### src/rtl/ascon_aead_seq.sv
// ---------------------------------------------------------------------------
// ascon_aead_seq
//   Control sequencer for an ASCON-128/128a AEAD datapath. Walks through
//   initialisation, associated-data absorption, domain separation, message
//   encrypt/decrypt, finalisation and tag check. Only control strobes are
//   produced; the round engine, state register and data buffer live elsewhere.
//
// Ports
//   clk, rst        clock, asynchronous active-high reset
//   start           begin an operation (sampled only in IDLE)
//   mode            0 = encrypt, 1 = decrypt (latched at start)
//   ad_blocks       padded AD block count, 0 skips the AD phase
//   msg_blocks      padded message block count, 0 is treated as 1
//   blk_valid       data buffer presents the next rate block
//   blk_ready       sequencer accepts a block this cycle (WAIT states)
//   absorb_ad       strobe: XOR AD block into rate
//   absorb_msg      strobe: encrypt/decrypt message block in rate
//   round_start     pulse: launch a permutation
//   total_rounds    round count of the current/pending permutation
//   round_done      pulse from round engine: permutation complete
//   key_xor_init    strobe: XOR 0*||K into capacity after init
//   dom_sep         strobe: XOR 1 into state LSB
//   key_xor_fin     strobe: XOR K into capacity before finalisation
//   tag_match       tag comparator result, valid in TAG
//   busy            high in every state except IDLE
//   phase           current state encoding
//   done            one-cycle completion pulse
//   auth_fail       decrypt tag mismatch, held until the next start
// ---------------------------------------------------------------------------
module ascon_aead_seq #(
  parameter int PA_ROUNDS = 12,
  parameter int PB_ROUNDS = 6,
  parameter int LEN_W     = 8
) (
  input  logic             clk,
  input  logic             rst,
  input  logic             start,
  input  logic             mode,
  input  logic [LEN_W-1:0] ad_blocks,
  input  logic [LEN_W-1:0] msg_blocks,
  input  logic             blk_valid,
  output logic             blk_ready,
  output logic             absorb_ad,
  output logic             absorb_msg,
  output logic             round_start,
  output logic [3:0]       total_rounds,
  input  logic             round_done,
  output logic             key_xor_init,
  output logic             dom_sep,
  output logic             key_xor_fin,
  input  logic             tag_match,
  output logic             busy,
  output logic [3:0]       phase,
  output logic             done,
  output logic             auth_fail
);

  typedef enum logic [3:0] {
    S_IDLE     = 4'd0,
    S_INIT     = 4'd1,
    S_INIT_KEY = 4'd2,
    S_AD_WAIT  = 4'd3,
    S_AD_PERM  = 4'd4,
    S_DSEP     = 4'd5,
    S_MSG_WAIT = 4'd6,
    S_MSG_PERM = 4'd7,
    S_FIN_KEY  = 4'd8,
    S_FINAL    = 4'd9,
    S_TAG      = 4'd10,
    S_DONE     = 4'd11
  } state_t;

  localparam logic [3:0]       L_PA  = 4'(PA_ROUNDS);
  localparam logic [3:0]       L_PB  = 4'(PB_ROUNDS);
  localparam logic [LEN_W-1:0] L_ONE = LEN_W'(1);

  state_t           r_state;
  state_t           w_state_nxt;
  logic             w_enter;
  logic             r_mode;
  logic [LEN_W-1:0] r_ad_cnt;
  logic [LEN_W-1:0] r_msg_cnt;
  logic             r_blk_ready;
  logic             r_round_start;
  logic [3:0]       r_total_rounds;
  logic             r_key_xor_init;
  logic             r_dom_sep;
  logic             r_key_xor_fin;
  logic             r_busy;
  logic             r_done;
  logic             r_auth_fail;

  function automatic logic is_perm(input state_t s);
    return (s == S_INIT) || (s == S_AD_PERM) || (s == S_MSG_PERM) || (s == S_FINAL);
  endfunction

  // Next-state decode; exits from the count-down phases use the pre-decrement value.
  always_comb begin
    w_state_nxt = r_state;
    case (r_state)
      S_IDLE: begin
        if (start) w_state_nxt = S_INIT;
        else       w_state_nxt = S_IDLE;
      end
      S_INIT: begin
        if (round_done) w_state_nxt = S_INIT_KEY;
        else            w_state_nxt = S_INIT;
      end
      S_INIT_KEY: begin
        if (r_ad_cnt != '0) w_state_nxt = S_AD_WAIT;
        else                w_state_nxt = S_DSEP;
      end
      S_AD_WAIT: begin
        if (blk_valid) w_state_nxt = S_AD_PERM;
        else           w_state_nxt = S_AD_WAIT;
      end
      S_AD_PERM: begin
        if (!round_done)         w_state_nxt = S_AD_PERM;
        else if (r_ad_cnt != '0) w_state_nxt = S_AD_WAIT;
        else                     w_state_nxt = S_DSEP;
      end
      S_DSEP: w_state_nxt = S_MSG_WAIT;
      S_MSG_WAIT: begin
        // The final message block goes straight to finalisation with no PB permutation.
        if (!blk_valid)              w_state_nxt = S_MSG_WAIT;
        else if (r_msg_cnt == L_ONE) w_state_nxt = S_FIN_KEY;
        else                         w_state_nxt = S_MSG_PERM;
      end
      S_MSG_PERM: begin
        if (round_done) w_state_nxt = S_MSG_WAIT;
        else            w_state_nxt = S_MSG_PERM;
      end
      S_FIN_KEY: w_state_nxt = S_FINAL;
      S_FINAL: begin
        if (round_done) w_state_nxt = S_TAG;
        else            w_state_nxt = S_FINAL;
      end
      S_TAG:   w_state_nxt = S_DONE;
      S_DONE:  w_state_nxt = S_IDLE;
      default: w_state_nxt = S_IDLE;
    endcase
  end

  assign w_enter = (w_state_nxt != r_state);

  // State, counters and registered strobes; each strobe is decoded from the state being entered.
  always_ff @(posedge clk or posedge rst) begin
    if (rst) begin
      r_state        <= S_IDLE;
      r_mode         <= 1'b0;
      r_ad_cnt       <= '0;
      r_msg_cnt      <= '0;
      r_blk_ready    <= 1'b0;
      r_round_start  <= 1'b0;
      r_total_rounds <= 4'd0;
      r_key_xor_init <= 1'b0;
      r_dom_sep      <= 1'b0;
      r_key_xor_fin  <= 1'b0;
      r_busy         <= 1'b0;
      r_done         <= 1'b0;
      r_auth_fail    <= 1'b0;
    end else begin
      r_state        <= w_state_nxt;
      r_blk_ready    <= (w_state_nxt == S_AD_WAIT) || (w_state_nxt == S_MSG_WAIT);
      r_round_start  <= w_enter && is_perm(w_state_nxt);
      r_key_xor_init <= (w_state_nxt == S_INIT_KEY);
      r_dom_sep      <= (w_state_nxt == S_DSEP);
      r_key_xor_fin  <= (w_state_nxt == S_FIN_KEY);
      r_busy         <= (w_state_nxt != S_IDLE);
      r_done         <= (w_state_nxt == S_DONE);

      // Round count is loaded on entry and held for the whole permutation state.
      if (w_enter && ((w_state_nxt == S_INIT) || (w_state_nxt == S_FINAL))) begin
        r_total_rounds <= L_PA;
      end else if (w_enter && ((w_state_nxt == S_AD_PERM) || (w_state_nxt == S_MSG_PERM))) begin
        r_total_rounds <= L_PB;
      end else begin
        r_total_rounds <= r_total_rounds;
      end

      case (r_state)
        S_IDLE: begin
          if (start) begin
            r_mode      <= mode;
            r_ad_cnt    <= ad_blocks;
            r_msg_cnt   <= (msg_blocks == '0) ? L_ONE : msg_blocks;
            r_auth_fail <= 1'b0;
          end
        end
        S_AD_WAIT: begin
          if (blk_valid) r_ad_cnt <= r_ad_cnt - L_ONE;
        end
        S_MSG_WAIT: begin
          if (blk_valid) r_msg_cnt <= r_msg_cnt - L_ONE;
        end
        S_TAG: begin
          // Encrypt never reports an authentication failure.
          r_auth_fail <= r_mode & ~tag_match;
        end
        default: begin
          r_ad_cnt <= r_ad_cnt;
        end
      endcase
    end
  end

  // Absorb strobes coincide with the accepted handshake, so they follow blk_valid directly.
  assign absorb_ad    = (r_state == S_AD_WAIT)  & blk_valid;
  assign absorb_msg   = (r_state == S_MSG_WAIT) & blk_valid;
  assign blk_ready    = r_blk_ready;
  assign round_start  = r_round_start;
  assign total_rounds = r_total_rounds;
  assign key_xor_init = r_key_xor_init;
  assign dom_sep      = r_dom_sep;
  assign key_xor_fin  = r_key_xor_fin;
  assign busy         = r_busy;
  assign phase        = r_state;
  assign done         = r_done;
  assign auth_fail    = r_auth_fail;

endmodule

### config.mk
export PLATFORM = sky130hd
export DESIGN_NAME = ascon_aead_seq
export DESIGN_NICKNAME = d
export VERILOG_FILES = /design/src/rtl/ascon_aead_seq.sv
export SDC_FILE = /design/constraint.sdc
export NUM_CORES = 1
export LEC_CHECK = 0
export ABC_AREA = 1
export BUFFER_PORTS_ARGS = -buffer_cell sky130_fd_sc_hd__buf_2
export CAP_MARGIN = 10
export CORE_MARGIN = 5
export CORE_UTILIZATION = 54
export DETAILED_ROUTE_END_ITERATION = 8
export PLACE_DENSITY = 0.89
export SLEW_MARGIN = 20
export SYNTH_ARGS = -nofsm -noshare
export SYNTH_HDL_FRONTEND = slang
export SYNTH_SLANG_ARGS = --single-unit
### constraint.sdc
create_clock -name clk -period 1.8 [get_ports clk]
set_input_delay 0.18 -clock clk [delete_from_list [all_inputs] [get_ports clk]]
set_output_delay 0.18 -clock clk [all_outputs]
set_load 0.01 [all_outputs]
==> flow_summary.toml <==
[run_status]
outcome = "completed"

[worst_setup_path]
slowest_delay_ps = 400
crit_chain = "inv_1 > nand2_1 > nor2_2 > nand3_2 > a21boi_4 > nand2_4 > buf_4 > nor2_4 > inv_2 > nand3b_1"
cpMaxStageDelayCell = "dfrtp_1"
worst_ep_required_time_ps = 2020
worstSetupPathType = "reg -> reg"
worstSetupStartpointType = "register"
cp-end-kind = "register"
cp.arrival_ps = 1940
critPathMaxFanout = 6

[min_path]
hold_class = "in -> reg"

[routing]
initialDrtViolationCount = 113
wl_per_cell_um = 13.2
vias = 1890
postRouteAntennaNets = 0
first_pass_iters = 4
wl_um = 4830
vias_per_cell = 5.18
drc = 0

[clock_tree]
cts_tree = "done"
cts_buffer_depth = 2
clock-sinks = 32
htreeDepth = 2
clk_pin_slew_ps = 70
cts_root_buf = "clkbuf_8"
worstSkewPairLatency_ps = 290
cts_buffers = 5

[floorplan]
die_x_um = 70.7
rows = 22
start_util = 0.552
core_mm2 = 0.00361
fp.dieH_um = 70.7
ios = 41
dieArea_mm2 = 0.00500

[layout]
fin_util = 0.696
final_cells = 365
drive_above_1_share = 0.347
area_growth_pct = 26.1
final_nets = 342
antenna_cells = 0
nFillCells = 276

[synthesis]
synth_ff_type = "dfrtp_1"
syn_avg_cell_area_um2 = 7.69
async_flop_share = 1.00
ys_top_cells_by_area = "dfrtp_1, nand2_1, inv_1"
yosysTopAreaCell = "dfrtp_1"
synthDistinctLibCells = 37
synth_top_area_frac = 0.402
synth_nets = 285
synthCells = 259
yosysSeqAreaShare = 0.402
yosysWarnings = 0
synth_edf_count = 0
synth-seq-cells = 32
synthesis.area_mm2 = 0.00199

[placed_design]
dp_hpwl_um = 3420
dp.cells = 350
gp_congestion = 0.844
port_buffers = 39
pre_cts_slack_ps = -5.70

[pwr]
swShare = 0.459
leakage_nw = 1.30
p_clk_frac = 0.153
ir_drop_v = 0.000909
seqPwrFrac = 0.287
p_comb_frac = 0.559
powerDensity_mw_per_mm2 = 1760
power.switching_mw = 2.03
p_int_mw = 2.40

[grt]
grt_max_degree = 33
grt_usage = 0.204
grt_pass1_vias = 1946
grt-ovfl-total = 0
grt_pass1_wl_um = 8280
antenna_found_initial = 0

[timing]
finalCritPeriodShare = 0.952
clock_skew_ps = 8.39
rsz0062_at_grt = "true"
setup_violations = 0
final_hold_viol_count = 0
hold_slack_ps = 78.9
timing.final.crit_period_ps = 1710
drv_slew = 0
setup_ws_ps = 86.1
fmax_mhz = 583

[flow_run]
cap_violations = 0
sequential cells by signal, summed over array words and instances (netlist names):
name and cells:
r_mode 1, total_rounds 3, busy 1, dom_sep 1, blk_ready 1, phase 4, r_ad_cnt 8, done 1
r_msg_cnt 8, key_xor_init 1, auth_fail 1, round_start 1, key_xor_fin 1
cells in the final DEF, fill, tap and decap left out, types with 5 or more instances in the layout:
cell type,n
nand2_1,47
buf_2,39
inv_1,30
dfrtp_1,28
nor2_1,24
o21ai_0,21
nand3_1,15
buf_4,14
inv_2,9
a21oi_1,9
nor2_4,8
nand2_2,7
nor2_2,6
o211ai_1,6
nand2_4,5
clkbuf_8,5
cells by family (layout without fill, tap and decap cells):
group	Yosys count	count (layout)	share of synthesized area
AO/OA/AOI/OAI	53	53	0.170
XOR/XNOR	1	1	0.00440
adder cells (fa/ha/maj)	3	3	0.0189
buffers and inverters	45	103	0.0911
flip-flops	32	32	0.402
other	1	1	0.00188
AND/OR/NAND/NOR	124	124	0.312
final cells by class:
class	instances	area, um2	share of cell area
multi-input combinational	182	1070	0.426
sequential	32	806	0.321
timing repair buffer	54	310	0.124
inverter	41	159	0.0633
clock buffer	6	72.6	0.0289
tap	48	60.1	0.0239
clock inverter	2	35.0	0.0140
worst paths after layout:
| path | startpoint | end | slack (ps) | cells past startpoint |
|---|---|---|---|---|
| max reg2reg | r_msg_cnt[4] | total_rounds[2] | 90 | 10 |
| min reg2reg | total_rounds[3] | total_rounds[3] | 470 | 2 |
| min in group asynchronous | rst | r_msg_cnt[3] | 510 | 4 |
| max in group asynchronous | rst | phase[2] | 950 | 4 |
| max | r_msg_cnt[4] | total_rounds[2] | 90 | 10 |
| min | tag_match | auth_fail | 80 | 2 |
power by group through the flow:
stage	Sequential, mW	Combinational [mW]	Clock, mW
final	1.27	2.48	0.679
after global routing	1.31	2.79	0.719
after CTS	1.24	2.23	0.697
after detailed placement	1.25	2.15	0
after global placement	1.23	2.08	0
after floorplan	1.25	1.59	0
routing by layer:
layer | track usage | vias to the layer above | wire (um)
li1 | - | 960 | -
met1 | 0.243 | 886 | 2140
met2 | 0.357 | 38 | 2440
met4 | 0.0814 | 0 | 57
met3 | 0.0426 | 6 | 193
met5 | 0 | - | 0
worst max-delay path, delay by kind of cell, from the launching register on:
| kind | cells | cell delay, ps |
|---|---|---|
| simple gates | 6 | 710 |
| compound gates | 1 | 240 |
| buf+inv | 3 | 280 |
| flops | 1 | 400 |
cell usage after synthesis, types with 3 or more instances:
cell       n
nor2_2     7
o211ai_1   6
nand2_2    7
o21ai_0   21
nand2_1   49
o31ai_1    4
nand3_1   16
nand2_4    3
dfrtp_1   32
inv_2      7
inv_1     33
nor2_1    27
nor2_4     4
ha_1       3
a21oi_1    9
what timing repair did:
item                                    4_1_cts  5_1_grt
gates resized for setup                       4       18
pin swaps                                     3       11
hold endpoints to repair                     32        0
hold buffers                                  1        0
setup buffers                                 1        5
endpoints found under the setup margin        4        5
per-stage QoR:
step | power [mW] | instance area (um2) | setup TNS (ps)
final | 4.43 | 2510 | 0
after global routing | 4.83 | 2510 | -47.0
after CTS | 4.17 | 2420 | 0
after detailed placement | 3.40 | 2280 | -5.70
after global placement | 3.31 | 2280 | 0
after floorplan | 2.84 | 1990 | 0
No activity file was read; power rests on OpenSTA's default activity.
